File: src/rtl/adder_pkg.sv
// Shared definitions for the adder tree and its input gatherer: default geometry,
// the packed lane-array type and the lane-count width helper.
package adder_pkg;

    localparam int ADDER_BITS = 8;
    localparam int ADDER_NUM  = 8;

    typedef logic [ADDER_NUM-1:0][ADDER_BITS-1:0] lanes_t;

    // Width able to hold every count 0..num (num itself is a legal lane count).
    function automatic int lane_count_w(input int num);
        return $clog2(num + 1);
    endfunction

endpackage

File: src/rtl/adder_gather.sv
// Gathers a serial valid/ready word stream into NUM parallel lanes for the adder tree,
// with early close (zero-padded), abort of a partial set and a one-cycle set pulse.
module adder_gather
    import adder_pkg::*;
#(
    parameter int BITS = ADDER_BITS,
    parameter int NUM  = ADDER_NUM
) (
    input  logic                          clk,
    input  logic                          rst,
    input  logic                          in_valid,
    output logic                          in_ready,
    input  logic [BITS-1:0]               in_data,
    input  logic                          in_last,
    input  logic                          abort,
    output logic [BITS-1:0]               data_out__0,
    output logic [BITS-1:0]               data_out__1,
    output logic [BITS-1:0]               data_out__2,
    output logic [BITS-1:0]               data_out__3,
    output logic [BITS-1:0]               data_out__4,
    output logic [BITS-1:0]               data_out__5,
    output logic [BITS-1:0]               data_out__6,
    output logic [BITS-1:0]               data_out__7,
    output logic                          valid_out,
    output logic [lane_count_w(NUM)-1:0]  lanes_used,
    output logic                          state_dbg
);

    localparam int IW = $clog2(NUM);
    localparam int LW = lane_count_w(NUM);

    localparam logic [0:0] ST_IDLE = 1'b0;
    localparam logic [0:0] ST_FILL = 1'b1;

    // Handshake: a word transfers when in_valid & in_ready; in_ready only drops during abort.
    logic                      xfer;
    logic                      close;
    logic [IW-1:0]             idx;
    logic [NUM-1:0][BITS-1:0]  shadow;
    logic [NUM-1:0][BITS-1:0]  lanes_next;
    logic [NUM-1:0][BITS-1:0]  out_lanes;

    assign in_ready  = ~abort;
    assign xfer      = in_valid & in_ready;
    assign close     = xfer & ((idx == IW'(NUM - 1)) | in_last);
    assign state_dbg = (idx == '0) ? ST_IDLE : ST_FILL;

    // Lanes above idx are already zero because shadow is cleared at every close/abort.
    always_comb begin
        lanes_next      = shadow;
        lanes_next[idx] = in_data;
    end

    always_ff @(posedge clk) begin
        if (rst) begin
            idx        <= '0;
            shadow     <= '0;
            out_lanes  <= '0;
            valid_out  <= 1'b0;
            lanes_used <= '0;
        end else if (abort) begin
            idx       <= '0;
            shadow    <= '0;
            valid_out <= 1'b0;
        end else if (close) begin
            idx        <= '0;
            shadow     <= '0;
            out_lanes  <= lanes_next;
            valid_out  <= 1'b1;
            lanes_used <= {{(LW-IW){1'b0}}, idx} + LW'(1);
        end else if (xfer) begin
            idx       <= idx + IW'(1);
            shadow    <= lanes_next;
            valid_out <= 1'b0;
        end else begin
            valid_out <= 1'b0;
        end
    end

    // The per-lane port list is written out for the default eight-lane adder.
    assign data_out__0 = out_lanes[0];
    assign data_out__1 = out_lanes[1];
    assign data_out__2 = out_lanes[2];
    assign data_out__3 = out_lanes[3];
    assign data_out__4 = out_lanes[4];
    assign data_out__5 = out_lanes[5];
    assign data_out__6 = out_lanes[6];
    assign data_out__7 = out_lanes[7];

endmodule

File: config.mk
export PLATFORM = sky130hd
export DESIGN_NAME = adder_gather
export DESIGN_NICKNAME = d
export VERILOG_FILES = /design/src/rtl/adder_pkg.sv /design/src/rtl/adder_gather.sv
export SDC_FILE = /design/constraint.sdc
export NUM_CORES = 1
export LEC_CHECK = 0
export CAP_MARGIN = 0
export CORE_MARGIN = 2
export CORE_UTILIZATION = 40
export CTS_CLUSTER_DIAMETER = 200
export DETAILED_ROUTE_END_ITERATION = 16
export PLACE_DENSITY_LB_ADDON = 0.05
export SYNTH_ARGS = -nofsm -noshare
export SYNTH_HDL_FRONTEND = slang
export SYNTH_SLANG_ARGS = --single-unit
export TNS_END_PERCENT = 100
File: constraint.sdc
create_clock -name clk -period 1.85 [get_ports clk]
set_input_delay 0.37 -clock clk [delete_from_list [all_inputs] [get_ports clk]]
set_output_delay 0.37 -clock clk [all_outputs]
set_load 0.02 [all_outputs]
==> results.cfg <==
[status]
status = finished clean

[place]
port_buffers = 83
place_congestion = 0.816
dp_hpwl_um = 13400
place_area_mm2 = 0.00750

[floorplanning]
core_mm2 = 0.0145
die_h_um = 125
die_area_mm2 = 0.0157
start_util = 0.407
die_width_um = 125
top_level_ports = 84
num_rows = 44

[timing]
hold_viol = 0
worst_pin_slew_ps = 515
period_minus_slack_ps = 1810
skew_ps = 7.14
fmax_mhz = 552
finalMaxSlewViolations = 0
final.period_utilization = 0.979
finalSetupViolCount = 0
rsz0062_at_grt = yes
max_slew_margin = 0.654
tns_ps = 0

[synth]
synthesis.area_mm2 = 0.00590
yosysSeqAreaShare = 0.462
synth.most_common_cell = dfxtp_1
synth_fp_nets = 647
synth_area_leaders = dfxtp_1 (46%), mux2i_1 (11%), nand3_1 (7.7%)
synth_top_area_frac = 0.462
synth-async-reset-ratio = 0
yosys.area.top_type = dfxtp_1
yosysWarnings = 0
ys_types = 35
synth_common_cells = dfxtp_1 (136), nand3_1 (91), a21oi_1 (71)
ys_ff_latch = 136
dominantRegCellSynth = dfxtp_1
synth_edf_count = 0
syn_area_per_cell_um2 = 9.35
syn_inst = 631

[clock_tree]
numClockSinks = 136
clock_latency_ps = 430
htreeDepth = 4
numCtsBuffers = 17
clk_pin_slew_ps = 60
cts-root-buf = clkbuf_16
cts_tree = built
cts_buffer_depth = 2

[worst_setup_path]
cp.required_ps = 2200
critPathArrivalTime_ps = 2160
worstPathMaxFanout = 8
cp-end-kind = register
critPathKind = register to register
cp-start-kind = register

[layout]
fillers = 1225
regArea_mm2 = 0.00273
multi_input_area_mm2 = 0.00290
design_area_mm2 = 0.00847
drive_above_1_share = 0.209
syn_to_final_growth_pct = 43.6
layout.nets = 782
antenna_cells = 0

[routing]
wl_met3_um = 1280
dr.pass1.iters = 7
highest_layer = met4
ant_nets = 0
first_iter_violations = 398
met1_length_um = 9040
wl_um = 20800
vias = 5712
drc = 0
wl_per_cell_um = 21.6
wl_met2_um = 10100
vias_per_cell = 5.93

[grt]
grt_max_degree = 70
track_usage = 0.251
grt_pass1_vias = 5581
grt_pass1_wl_um = 30700
antenna_found_initial = 0
grt-ovfl-total = 0

[pwr]
fin_total_pwr_w = 0.00780
peakVddDrop_mv = 0.605
power.density_mw_per_mm2 = 921
power.leakage_nw = 3.27

[run]
max_cap_violations = 0

[worst_hold_path]
hold_class = register to register
## worst max-delay path: stages (launching register included)
cell and delay, ps:
dfxtp_4 360, ha_2 180, ha_2 170, buf_4 140, o21ai_4 160, buf_12 150, buf_12 140, buf_8 130
buf_4 100, nand3_1 60, mux2i_1 130
## stage by stage
step                utilization  std cells  hold slack, ps  setup slack [ps]
global route              0.585        963             491             -17.1
CTS                       0.566        950             467              3.87
detailed placement        0.518        918             459              -249
floorplan                     -        631             438               117
global placement          0.518        918             447              -213
finish                    0.585        963             467              38.4
## where the power goes
group,switching [W],total (W),internal (W)
combinational,0.000494,0.000891,0.000396
clock,0.00125,0.00386,0.00261
sequential,0.0000414,0.00304,0.00300
total,0.00179,0.00780,0.00601
## cells by family after synthesis
group / Yosys count / synth area share
fa+ha+maj: 3 / 0.00637
compound gates: 180 / 0.206
simple gates: 176 / 0.158
buf+inv: 72 / 0.0596
flops: 136 / 0.462
mux: 64 / 0.109
## path summary, 6_finish.rpt
kind                            depth (start not counted)                          end               startpoint  slack [ps]
worst max-delay path                                   10      shadow[17]$_SDFFE_PP0P_      idx[0]$_SDFFE_PP0P_          40
worst min-delay path                                    2  data_out__2[6]$_SDFFE_PP0P_  shadow[22]$_SDFFE_PP0P_         470
worst max register to register                         10      shadow[17]$_SDFFE_PP0P_      idx[0]$_SDFFE_PP0P_          40
worst min register to register                          2  data_out__2[6]$_SDFFE_PP0P_  shadow[22]$_SDFFE_PP0P_         470
## routing by layer
layer,vias up,GRT usage
li1,2652,-
met5,-,0
met1,2829,0.327
met2,200,0.418
met4,0,0.0771
met3,31,0.0548
## final cells by class
| type | instances | area share |
|---|---|---|
| clock inverter | 6 | 0.0186 |
| clock buffer | 26 | 0.0613 |
| multi-input combinational | 423 | 0.342 |
| inverter | 3 | 0.00133 |
| sequential | 136 | 0.322 |
| tap | 184 | 0.0272 |
| timing repair buffer | 185 | 0.227 |
## timing repair
item	in CTS	in global routing
pin swaps	0	1
buffers inserted	0	8
endpoints found under the setup margin	83	94
cloned	0	5
resized for setup	13	27
hold endpoints to repair	0	0
hold buffers	0	0
## flip-flops by register name (all words and copies together) (netlist names)
register,count
data_out__3,8
data_out__7,8
data_out__5,8
data_out__6,8
shadow,64
data_out__1,8
data_out__0,8
data_out__4,8
valid_out,1
idx,3
lanes_used,4
data_out__2,8
## cells in the final DEF, fill, tap and decap left out, drive strengths merged, types with 5 or more instances in the layout
master,count
a21oi,71
clkdlybuf4s50,80
a211oi,40
bufinv,5
dfxtp,136
nor2b,10
buf,100
nand4,9
mux2i,64
a311oi,32
a22oi,24
nand3,96
clkbuf,30
a32oi,8
nand2,42
o21ai,5
No activity file was read; power rests on OpenSTA's default activity.
